===== config.mk =====
export PLATFORM = sky130hd
export DESIGN_NAME = sha256_msg_schedule
export DESIGN_NICKNAME = d
export VERILOG_FILES = /design/src/rtl/sha256_pkg.sv /design/src/rtl/sha256_w_expand.sv /design/src/rtl/sha256_msg_schedule.sv
export SDC_FILE = /design/constraint.sdc
export NUM_CORES = 1
export LEC_CHECK = 0
export BUFFER_PORTS_ARGS = -buffer_cell sky130_fd_sc_hd__buf_2
export CORE_MARGIN = 2
export CORE_UTILIZATION = 60
export CTS_CLUSTER_DIAMETER = 80
export CTS_CLUSTER_SIZE = 40
export DETAILED_ROUTE_END_ITERATION = 10
export PLACE_DENSITY = 0.76
export RECOVER_POWER = 25
export SETUP_SLACK_MARGIN = 0.02
export SYNTH_ARGS = -nofsm -noshare
export SYNTH_HDL_FRONTEND = slang
export SYNTH_HIERARCHICAL = 1
export SYNTH_SLANG_ARGS = --single-unit

===== constraint.sdc =====
create_clock -name CLK -period 9.9 [get_ports CLK]
set_clock_uncertainty 0.15 [all_clocks]
set_input_delay 0.495 -clock CLK [delete_from_list [all_inputs] [get_ports CLK]]
set_output_delay 0.495 -clock CLK [all_outputs]
set_load 0.02 [all_outputs]

===== src/rtl/sha256_pkg.sv =====
// sha256_pkg
//   Shared definitions for the SHA-256 datapath: word width, schedule
//   window length, the message-schedule FSM state type and the small
//   sigma functions used by both the schedule expander and the round engine.
package sha256_pkg;

    localparam int WORD_W  = 32;
    localparam int WIN_LEN = 16;

    typedef enum logic [1:0] {
        IDLE   = 2'd0,
        LOAD   = 2'd1,
        EXPAND = 2'd2
    } sched_state_t;

    // Rotate right by a constant amount.
    function automatic logic [WORD_W-1:0] rotr(input logic [WORD_W-1:0] x,
                                               input int unsigned       n);
        return (x >> n) | (x << (WORD_W - n));
    endfunction

    // sigma0(x) = ROTR7 ^ ROTR18 ^ SHR3
    function automatic logic [WORD_W-1:0] sigma0(input logic [WORD_W-1:0] x);
        return rotr(x, 7) ^ rotr(x, 18) ^ (x >> 3);
    endfunction

    // sigma1(x) = ROTR17 ^ ROTR19 ^ SHR10
    function automatic logic [WORD_W-1:0] sigma1(input logic [WORD_W-1:0] x);
        return rotr(x, 17) ^ rotr(x, 19) ^ (x >> 10);
    endfunction

endpackage


===== src/rtl/sha256_w_expand.sv =====
// sha256_w_expand
//   Combinational message-schedule expansion step:
//     w_new = sigma1(w14) + w9 + sigma0(w1) + w0   (mod 2^32)
//   Ports:
//     w14, w9, w1, w0 : window taps (w0 is the oldest word, W_{t-16})
//     w_new           : next schedule word W_t
module sha256_w_expand
    import sha256_pkg::*;
(
    input  logic [WORD_W-1:0] w14,
    input  logic [WORD_W-1:0] w9,
    input  logic [WORD_W-1:0] w1,
    input  logic [WORD_W-1:0] w0,
    output logic [WORD_W-1:0] w_new
);

    assign w_new = sigma1(w14) + w9 + sigma0(w1) + w0;

endmodule


===== src/rtl/sha256_msg_schedule.sv =====
// sha256_msg_schedule
//   Loads a 512-bit block as 16 words over a valid/ready handshake, then
//   expands the 16-word sliding window on chip, streaming W_0..W_{ROUNDS-1}
//   one word per cycle (registered) to the round datapath.
//   Parameters:
//     ROUNDS : schedule words emitted per block (17..64)
//     CNT_W  : round-counter width, 2^CNT_W >= ROUNDS
//   Ports:
//     CLK, RST   : clock, asynchronous active-low reset
//     start      : begin a block (only honoured in IDLE)
//     abort      : synchronous return to IDLE, highest priority
//     word_valid, word_i, word_ready : input word handshake (ready only in LOAD)
//     w_o, w_valid, round_o : registered schedule word, its strobe and index
//     busy       : block in progress (LOAD or EXPAND)
//     done       : one-cycle pulse alongside the last word
module sha256_msg_schedule
    import sha256_pkg::*;
#(
    parameter int ROUNDS = 64,
    parameter int CNT_W  = 6
) (
    input  logic              CLK,
    input  logic              RST,
    input  logic              start,
    input  logic              abort,
    input  logic              word_valid,
    input  logic [WORD_W-1:0] word_i,
    output logic              word_ready,
    output logic [WORD_W-1:0] w_o,
    output logic              w_valid,
    output logic [CNT_W-1:0]  round_o,
    output logic              busy,
    output logic              done
);

    sched_state_t state_reg, state_next;
    logic [CNT_W-1:0] cnt_reg, cnt_next;

    // win_reg[0] is the oldest word (W_{t-16}), win_reg[15] the newest.
    logic [WIN_LEN-1:0][WORD_W-1:0] win_reg;
    logic [WIN_LEN-1:0][WORD_W-1:0] win_shift;

    logic [WORD_W-1:0] w_o_reg;
    logic [CNT_W-1:0]  round_reg;
    logic              w_valid_reg;
    logic              done_reg;

    logic              accept;
    logic              emit_exp;
    logic              shift_en;
    logic              last_load;
    logic              last_word;
    logic [WORD_W-1:0] w_new;
    logic [WORD_W-1:0] shift_in;

    assign accept = (state_reg == LOAD) && word_valid;

    // After the last word the FSM stays in EXPAND for one more cycle (the
    // done cycle) without emitting, so busy covers the done cycle and a new
    // start cannot be taken until the cycle after done.
    assign emit_exp  = (state_reg == EXPAND) && !done_reg;
    assign shift_en  = !abort && (accept || emit_exp);
    assign last_load = accept && (cnt_reg == CNT_W'(WIN_LEN - 1));
    assign last_word = shift_en && emit_exp && (cnt_reg == CNT_W'(ROUNDS - 1));
    assign shift_in  = accept ? word_i : w_new;

    sha256_w_expand u_expand (
        .w14   (win_reg[14]),
        .w9    (win_reg[9]),
        .w1    (win_reg[1]),
        .w0    (win_reg[0]),
        .w_new (w_new)
    );

    // Shifted window: every slot takes its younger neighbour, the newest
    // slot takes the incoming word.
    for (genvar gi = 0; gi < WIN_LEN; gi++) begin : g_shift
        if (gi == WIN_LEN - 1) begin : g_head
            assign win_shift[gi] = shift_in;
        end else begin : g_body
            assign win_shift[gi] = win_reg[gi + 1];
        end
    end

    always_comb begin
        state_next = state_reg;
        cnt_next   = cnt_reg;
        case (state_reg)
            IDLE: begin
                if (start) begin
                    state_next = LOAD;
                    cnt_next   = '0;
                end
            end
            LOAD: begin
                if (accept) begin
                    cnt_next = cnt_reg + 1'b1;
                end
                if (last_load) begin
                    state_next = EXPAND;
                end
            end
            EXPAND: begin
                // Counter holds at ROUNDS-1 so it never wraps inside a block.
                if (emit_exp && !last_word) begin
                    cnt_next = cnt_reg + 1'b1;
                end
                if (done_reg) begin
                    state_next = IDLE;
                end
            end
            default: begin
                state_next = IDLE;
            end
        endcase
        if (abort) begin
            state_next = IDLE;
            cnt_next   = '0;
        end
    end

    always_ff @(posedge CLK or negedge RST) begin
        if (!RST) begin
            state_reg   <= IDLE;
            cnt_reg     <= '0;
            win_reg     <= '0;
            w_o_reg     <= '0;
            round_reg   <= '0;
            w_valid_reg <= 1'b0;
            done_reg    <= 1'b0;
        end else begin
            state_reg   <= state_next;
            cnt_reg     <= cnt_next;
            w_valid_reg <= shift_en;
            done_reg    <= last_word;
            if (shift_en) begin
                win_reg   <= win_shift;
                w_o_reg   <= shift_in;
                round_reg <= cnt_reg;
            end
        end
    end

    assign word_ready = (state_reg == LOAD);
    assign busy       = (state_reg != IDLE);
    assign w_o        = w_o_reg;
    assign w_valid    = w_valid_reg;
    assign round_o    = round_reg;
    assign done       = done_reg;

endmodule


# After elaboration in Yosys (flattened, before gate mapping)
# Index checks and enable logic that the tools add are counted.
# word_totals
reg_bits	528
latch_bits	0
mem_bits_rw	0
mem_bits_ro	0
input_bits	37
output_inout_bits	42
elab_cells	69
mem_count	0
# classes
addsub	4
mul	0
div_mod_pow	0
n_lt_le_gt_ge	0
eq_ne	9
shifts	0
n_mux	11
bitwise_logic	8
reduce_logical	16
# ops
op	count
$add 32x32->32	3
$xor 32x32->32	2
$mux 32	1
$or 13x32->32	1
$or 14x32->32	1
$or 15x32->32	1
$or 25x32->32	1
$xor 32x22->32	1
$xor 32x29->32	1
$mux 6	4
$pmux 6 s3	1
$ne 3x2->1 const B	3
$mux 2	4
$logic_and 1x1->1	7
$add 6x1->6 const B	1
$eq 6x4->1 const B	1
$eq 6x6->1 const B	1
$ne 3x3->1 const B	2
$pmux 2 s3	1
$reduce_and 4->1	1
$reduce_bool 4->1	1
$logic_not 1->1	3
$reduce_and 3->1	1
$eq 2x1->1 const B	1
other kinds (4)	4

# Longest topological paths before layout
# Gate-level depths: netlist of run 1.
# logic_depth
depth_word	11
depth_mapped	16
depth_no_buf	16

# By module
# The synthesis of run 1 kept the hierarchy.
# modules_own_cells
module	instances	cells_per_inst	area_each_um2	seq_area_each_um2
sha256_msg_schedule	1	1273	20586.0	13212.7
sha256_w_expand	1	461	4122.7	0.0

# Worst setup path after synthesis of run 1
# OpenSTA, ideal clock, no wires.
# synth_path
kind	register to register
from	reg win_reg[466] (netlist bit)
to	reg w_o_reg[27] (netlist: w_o[27])
setup_time_ns	0.123
t_arrival_ns	3.791
setup_slack_ns	5.836
stages_incl_launch_ff	16
path_buffers	0
cell_sequence	dfrtp_1 xnor2_1 xnor2_1 fa_1 fa_1 ha_1 fa_1 a21o_1 a221o_2 a31oi_4 nor2_2 a31oi_4 o21bai_1 xor2_1 mux2i_1 a21oi_1
# synth_via
elab_chain_len	7
# synth_lines
element	line	source
from (decl)	sha256_msg_schedule.sv:40	logic [WIN_LEN-1:0][WORD_W-1:0] win_reg;
from (signal assigned)	sha256_msg_schedule.sv:137	win_reg <= win_shift;
$or 15x32->32	sha256_pkg.sv:19	return (x >> n) | (x << (WORD_W - n));
$xor 32x32->32	sha256_pkg.sv:29	return rotr(x, 17) ^ rotr(x, 19) ^ (x >> 10);
$xor 32x22->32 (*)	sha256_pkg.sv:29	
$add 32x32->32 (*) (3 in a row)	sha256_w_expand.sv:17	assign w_new = sigma1(w14) + w9 + sigma0(w1) + w0;
net w_new[27]	sha256_msg_schedule.sv:53	logic [WORD_W-1:0] w_new;
$mux 32 (*)	sha256_msg_schedule.sv:65	assign shift_in = accept ? word_i : w_new;
to (signal assigned)	sha256_msg_schedule.sv:138	w_o_reg <= shift_in;
to (decl)	sha256_msg_schedule.sv:43	logic [WORD_W-1:0] w_o_reg;
# The timed path passes the listed nets; every way through them passes the cells marked *.
# A chain may end at the register's enable or synchronous reset.

# Final worst setup path of run 1
# layout_path
from	reg state_reg[1]
to	reg win_reg[2] (netlist bit)
# layout_via
elab_chain_len	4
word_cells_on_any_way	6
cone_classes	eq/ne: 2; reduce/logical: 4
# layout_lines
element	line	source
from (decl)	sha256_msg_schedule.sv:36	sched_state_t state_reg, state_next;
from (signal assigned)	sha256_msg_schedule.sv:132	state_reg <= state_next;
$eq 2x1->1 or $eq 2x2->1 (tied branches)	sha256_msg_schedule.sv:56, sha256_msg_schedule.sv:61	
$logic_and 1x1->1 (on tied branches)	sha256_msg_schedule.sv:56, sha256_msg_schedule.sv:61	
$logic_or 1x1->1 (*)	sha256_msg_schedule.sv:62	assign shift_en = !abort && (accept || emit_exp);
$logic_and 1x1->1 (*)	sha256_msg_schedule.sv:62	
# Mark *: on every way between the ends. The rest lies on a longest branch, timed or not.

==> results of run 1 <==
## metal layers
| layer | part of all wire | track usage | wire length (um) |
|---|---|---|---|
| met1 | 0.47 | 0.3719 | 23810 |
| met2 | 0.46 | 0.3831 | 23380 |
| met3 | 0.044 | 0.04003 | 2234 |
| met4 | 0.027 | 0.05978 | 1351 |
| met5 | 0.00026 | 0 | 13 |
## cell families after synthesis
kind of cell,Yosys count,share of synthesized area
muxes,520,0.2353
DFF,528,0.5347
and+or+nand+nor,128,0.02512
xor gates and xnor gates,148,0.05246
buffers and inverters,171,0.04608
AOI/OAI and AO/OA,141,0.03783
adders and majority gates,98,0.06846
## path summary, 6_finish.rpt
| check | start | end | slack [ns] | cells after the start |
|---|---|---|---|---|
| max in group asynchronous | RST | win_reg[442]$_DFFE_PN0N_ | 4.44 | 4 |
| hold / removal | word_i[2] | w_o[2]$_DFFE_PN0N_ | 0.03 | 3 |
| setup / recovery | state_reg[1]$_DFFE_PN0P_ | win_reg[2]$_DFFE_PN0N_ | 3.55 | 8 |
| setup reg to reg | state_reg[1]$_DFFE_PN0P_ | win_reg[2]$_DFFE_PN0N_ | 3.55 | 8 |
| min in group asynchronous | RST | win_reg[157]$_DFFE_PN0N_ | 0.39 | 2 |
| hold reg to reg | win_reg[283]$_DFFE_PN0N_ | win_reg[251]$_DFFE_PN0N_ | 0.33 | 1 |
## report_power, final
group	total, mW	switching, mW	internal, mW	leakage (nW)
sequential	2.99	0.451	2.54	7.09
clock	1.45	0.858	0.592	0.511
combinational	2.48	1.41	1.07	5.56
## Yosys cell counts, types with 13 or more instances
master   instances
buf_4           49
dfrtp_1        528
ha_1            36
buf_6           34
xor2_1          38
inv_1           69
nand2_1         22
fa_1            62
mux2_2         165
xnor2_1        110
mux2_1         322
o21ai_0         13
mux2i_1         33
a21oi_1         62
nor2_1          49
## stage by stage
| step | setup slack, ns | total power [mW] | std cells | util |
|---|---|---|---|---|
| after floorplan | 5.836 | 4.698 | 1734 | - |
| after global placement | 5.332 | 5.448 | 2256 | 0.6143 |
| after detailed placement | 5.281 | 5.479 | 2256 | 0.6143 |
| after CTS | 5.244 | 6.963 | 2305 | 0.6418 |
| after global routing | 3.137 | 7.313 | 2305 | 0.6397 |
| final | 3.549 | 6.924 | 2306 | 0.6397 |
## final cells by class
cell class              instances  area share
flip-flops and latches        528      0.5070
inverters                      69    0.009938
well taps                     532     0.02554
clock buffers                  27     0.02593
diodes                          1  0.00009602
clock inverters                21     0.01671
repair buffers                 93     0.01752
multi-input cells            1035      0.3973
## worst max-delay path, delay by kind of cell (launching register included)
kind	cells	cell delay, ns
adder cells (fa/ha/maj)	1	0.28
buffers and inverters	4	2.81
flip-flops	1	0.41
AO/OA/AOI/OAI	1	1.97
AND/OR/NAND/NOR	1	0.07
multiplexers	1	0.42
## what timing repair did
action                    4_1_cts  5_1_grt
hold endpoints to repair      127        0
hold buffers                    1        0
gates resized for setup         0        0
==> results.py, run 1 <==
metrics = {
    "route": {
        "drt-total-wl_mm": 50.79,
        "vias": 13158,
        "drtPass1Iterations": 5,
        "viasPerCell": 5.706,
        "drc": 0,
        "post_drt_wl_per_cell_um": 22.03,
        "final_antenna_net_count": 0,
        "drtIter0Drc": 1066,
    },
    "timing": {
        "slew_viol_final": 226,
        "finalCritPeriodShare": 0.6415,
        "fmax_ghz": 0.1575,
        "final.setup.tns_ns": 0,
        "grt_setup_unrepaired": "no",
        "period_needed_ns": 6.351,
        "worst_pin_slew_ns": 4.148,
        "final_hold_viol_count": 0,
        "finalSetupViolations": 0,
        "whs_ns": 0.02564,
        "relSlewSlack": -1.765,
    },
    "global_route": {
        "grt_pass1_wl_mm": 80.18,
        "grt_pass1_vias": 13546,
        "grt_max_degree": 168,
        "antenna_found_initial": 1,
        "overflow": 0,
        "track_usage": 0.2481,
    },
    "clocking": {
        "clockRootBuffer": "clkbuf_16",
        "clk_latency_ns": 0.61,
        "clockBufferDepth": 3,
        "post-cts-setup-buffers": 0,
        "cts.sinks": 528,
        "tritoncts": "built",
        "htreeDepth": 1,
        "cts-buffers-inserted": 26,
        "clk_pin_slew_ns": 0.12,
    },
    "logic_synthesis": {
        "ys_seq_area_frac": 0.5347,
        "synthDominantCellAreaShare": 0.5347,
        "yosysTopAreaCell": "dfrtp_1",
        "synth_area_leaders": "dfrtp_1 53%, mux2_1 15%, mux2_2 7.5%, fa_1 5.0%, xnor2_1 3.9%",
        "ys_ff_latch": 528,
        "ys_types": 61,
        "syn_avg_cell_area_um2": 14.25,
        "yosysWarnings": 6,
        "async_flop_share": 1.000,
        "syn_inst": 1734,
        "synth_nets": 1869,
        "syn_area_um2": 24710,
        "synthFlopType": "dfrtp_1",
        "synth-edff-count": 0,
    },
    "min_path": {
        "hold_path.class": "in2reg",
    },
    "layout": {
        "ff_latch_area_um2": 13210,
        "finalNetCount": 1888,
        "largest_register_ff_count": 480,
        "final_area_um2": 26060,
        "area_growth_pct": 5.474,
        "mostFrequentLayoutCell": "dfrtp_1",
        "fillers": 3125,
        "multi_input_area_um2": 10350,
        "mostFrequentLayoutCells": "528 x dfrtp_1, 322 x mux2_1, 165 x mux2_2",
        "drive_above_1_share": 0.1574,
    },
    "die": {
        "ios": 79,
        "rows": 74,
        "die_w_um": 206.9,
        "die_h_um": 206.9,
        "coreArea_um2": 40740,
        "initial_core_util": 0.6065,
        "dieArea_um2": 42820,
    },
    "pwr": {
        "max-vdd-ir-drop_uv": 212.8,
        "total_leakage_power_nw": 13.16,
        "power_density_nw_per_um2": 265.7,
    },
    "worst_setup_path": {
        "end_kind": "register",
        "crit_top_cell": "buf_4",
        "crit_path_max_incr_delay_ns": 1.97,
        "required_ns": 10.25,
        "path_class": "reg2reg",
        "crit_chain": "inv_1 -> ha_1 -> nand2_2 -> clkbuf_1 -> a21oi_1 -> buf_4 -> buf_4 -> mux2_2",
        "crit_path_top_delay_cell": "a21oi_1",
        "arrival_ns": 6.70,
        "crit_fanout": 88,
        "cp-start-kind": "register",
    },
    "outcome": {
        "failed_checks": "capacitance limit, slew limit",
        "run_status": "finished, violations left",
    },
    "placement": {
        "portBuffers": 78,
        "gp_congestion": 1.006,
        "dp_hpwl_mm": 36.78,
        "postPlaceCellArea_um2": 25030,
    },
    "job": {
        "cap_violations": 4,
    },
}
Note: power is estimated with default switching activity, not from simulation.
==> run 2, diff against run 1 <==
- clock period: 9.9 -> 6 ns (I/O delays scaled with it)
==> run 2 against run 1 <==
Net effect: the flow still finishes with violations (capacitance limit, slew limit); design area increased by 1.2%; critical path type unchanged; sequential share of layout area decreased by 0.59 points; final cell count increased by 1.4%; sequential power increased by 65%; highest routed layer is now met4; non-clock buffer count increased by 33; core utilization increased by 0.75 points; die area unchanged; wire length decreased by 0.47%; clock power increased by 61%; flip-flop and latch count unchanged.
==> results.py, run 2 (synthesis results as in run 1) <==
metrics = {
    "worst_setup_path": {
        "crit_fanout": 5,
        "crit_top_cell": "fa_1",
        "path_buf_inv": 0,
        "r2r_start": "win_reg[466]$_DFFE_PN0N_",
        "crit_cells": 15,
        "crit_path_top_delay_cell": "dfrtp_1",
        "reg2reg_slack_ns": 1.35,
        "arrival_ns": 5.03,
        "required_ns": 6.38,
        "r2r_end": "w_o[29]$_DFFE_PN0N_",
        "path_class": "reg2reg",
        "reg2reg_depth": 15,
        "crit_path_max_incr_delay_ns": 0.66,
        "crit_path_start": "win_reg[466]$_DFFE_PN0N_",
        "cp-start-kind": "register",
        "endpoint": "w_o[29]$_DFFE_PN0N_",
        "cp_top_family": "adder cells",
        "crit_chain": "xnor2_1 -> xnor2_1 -> fa_1 -> fa_1 -> ha_1 -> fa_1 -> a21o_1 -> a221o_2 -> a31oi_4 -> nor2_2 -> nor2b_2 -> o31ai_1 -> xor2_1 -> mux2i_1 -> a21oi_1",
        "end_kind": "register",
    },
    "placement": {
        "postPlaceCellArea_um2": 25060,
        "dp_hpwl_mm": 35.83,
        "placed_cells": 2256,
        "gp_congestion": 0.9328,
        "preCtsSetupSlack_ns": 1.443,
        "portBuffers": 78,
    },
    "timing": {
        "relSlewSlack": -0.9004,
        "finalSetupViolations": 0,
        "fin_ws_ns": 1.348,
        "final_hold_viol_count": 0,
        "fmax_ghz": 0.2150,
        "period_needed_ns": 4.652,
        "slew_viol_final": 211,
        "whs_ns": 0.05063,
        "grt_setup_unrepaired": "no",
        "final.setup.tns_ns": 0,
        "finalCritPeriodShare": 0.7753,
        "worst_pin_slew_ns": 2.851,
    },
    "layout": {
        "mostFrequentLayoutCell": "dfrtp_1",
        "final_area_um2": 26370,
        "area_growth_pct": 6.709,
        "stdcell_count": 2338,
        "drive_above_1_share": 0.1540,
        "finalNetCount": 1921,
        "largest_register_ff_count": 480,
        "mostFrequentLayoutCells": "528 x dfrtp_1, 322 x mux2_1, 165 x mux2_2",
        "fin_util": 0.6472,
        "fillers": 3058,
    },
    "pwr": {
        "p_int_mw": 7.009,
        "power_frac_clock": 0.205,
        "p_comb_frac": 0.363,
        "p_sw_mw": 4.362,
        "swShare": 0.3836,
        "pwr-share-seq": 0.433,
        "max-vdd-ir-drop_uv": 339.2,
        "power_density_nw_per_um2": 431.2,
        "total_leakage_power_nw": 13.28,
        "finalPower_mw": 11.37,
    },
    "die": {
        "coreArea_um2": 40740,
        "dieArea_um2": 42820,
        "rows": 74,
        "ios": 79,
        "die_w_um": 206.9,
        "initial_core_util": 0.6065,
        "die_h_um": 206.9,
    },
    "route": {
        "drt-total-wl_mm": 50.55,
        "viasPerCell": 5.693,
        "vias": 13310,
        "final_antenna_net_count": 0,
        "drtPass1Iterations": 4,
        "drtIter0Drc": 953,
        "post_drt_wl_per_cell_um": 21.62,
        "drc": 0,
    },
    "global_route": {
        "grt_pass1_vias": 13565,
        "overflow": 0,
        "grt_pass1_wl_mm": 78.97,
        "track_usage": 0.2443,
        "grt_max_degree": 199,
        "antenna_found_initial": 0,
    },
    "outcome": {
        "run_status": "finished, violations left",
        "failed_checks": "capacitance limit, slew limit",
    },
    "clocking": {
        "clockRootBuffer": "clkbuf_16",
        "cts.sinks": 528,
        "ctsResizeCount": 0,
        "cts-buffers-inserted": 26,
        "clk_latency_ns": 0.59,
        "clockBufferDepth": 3,
        "htreeDepth": 1,
        "tritoncts": "built",
        "clk_pin_slew_ns": 0.10,
    },
    "min_path": {
        "min-delay-start": "start",
        "hold_path.class": "in2reg",
    },
    "job": {
        "cap_violations": 4,
    },
}
## run 2: cell count changes in the layout (fill, tap and decap cells not counted), moves of 2 or more
cell,before,now
dlygate4sd3_1,1,34
buf_4,12,7
bufinv_16,0,2
clkinv_16,7,3
clkinv_8,4,2
inv_16,6,3
inv_12,1,3
clkbuf_1,43,45
buf_12,0,4
inv_8,0,2
## run 2: layout make-up
cell class              instances  area [um^2]  share of cell area
diodes                          1        2.502          0.00009491
clock buffers                  28        689.4             0.02615
clock inverters                19        344.1             0.01305
inverters                      69        259.0            0.009823
multi-input cells            1035        10370              0.3933
flip-flops and latches        528        13210              0.5011
well taps                     532        665.6             0.02525
repair buffers                126        822.0             0.03118
## run 2: worst min-delay path: stages
cell	delay, ns
buf_2	0.08
nand2b_1	0.16
nand2_1	0.07
nor2_1	0.09
nor3_1	0.06
## run 2: timing repair
action / in CTS / in global routing
endpoints found under the setup margin: 0 / 0
hold buffers: 34 / 0
endpoints found under the hold margin: 139 / 0
setup buffers: 0 / 0
## run 2: worst min-delay path by stage
stage,endpoint,slack (ns),depth (start not counted)
global placement,win_reg[157]$_DFFE_PN0N_,0.26,1
floorplan,cnt_reg[0]$_DFFE_PN0P_,-0.15,0
CTS,state_reg[1]$_DFFE_PN0P_,0.02,5
finish,state_reg[1]$_DFFE_PN0P_,0.05,5
detailed placement,win_reg[189]$_DFFE_PN0N_,0.27,1
global route,state_reg[0]$_DFFE_PN0P_,0.06,4
## run 2: power by group through the flow
stage / combinational, mW / clock, mW / sequential (mW)
floorplan: 3.14 / 0 / 4.61
global placement: 4.02 / 0 / 4.95
detailed placement: 4.05 / 0 / 4.98
CTS: 4.13 / 2.39 / 4.91
global route: 4.53 / 2.52 / 4.99
finish: 4.12 / 2.33 / 4.92
## run 2: metal layers
metal	vias up	GRT usage	wire length, um
li1	6043	-	-
met1	6871	0.3610	23360
met2	303	0.3768	22940
met3	93	0.04239	2560
met4	0	0.06738	1700
met5	-	0	0
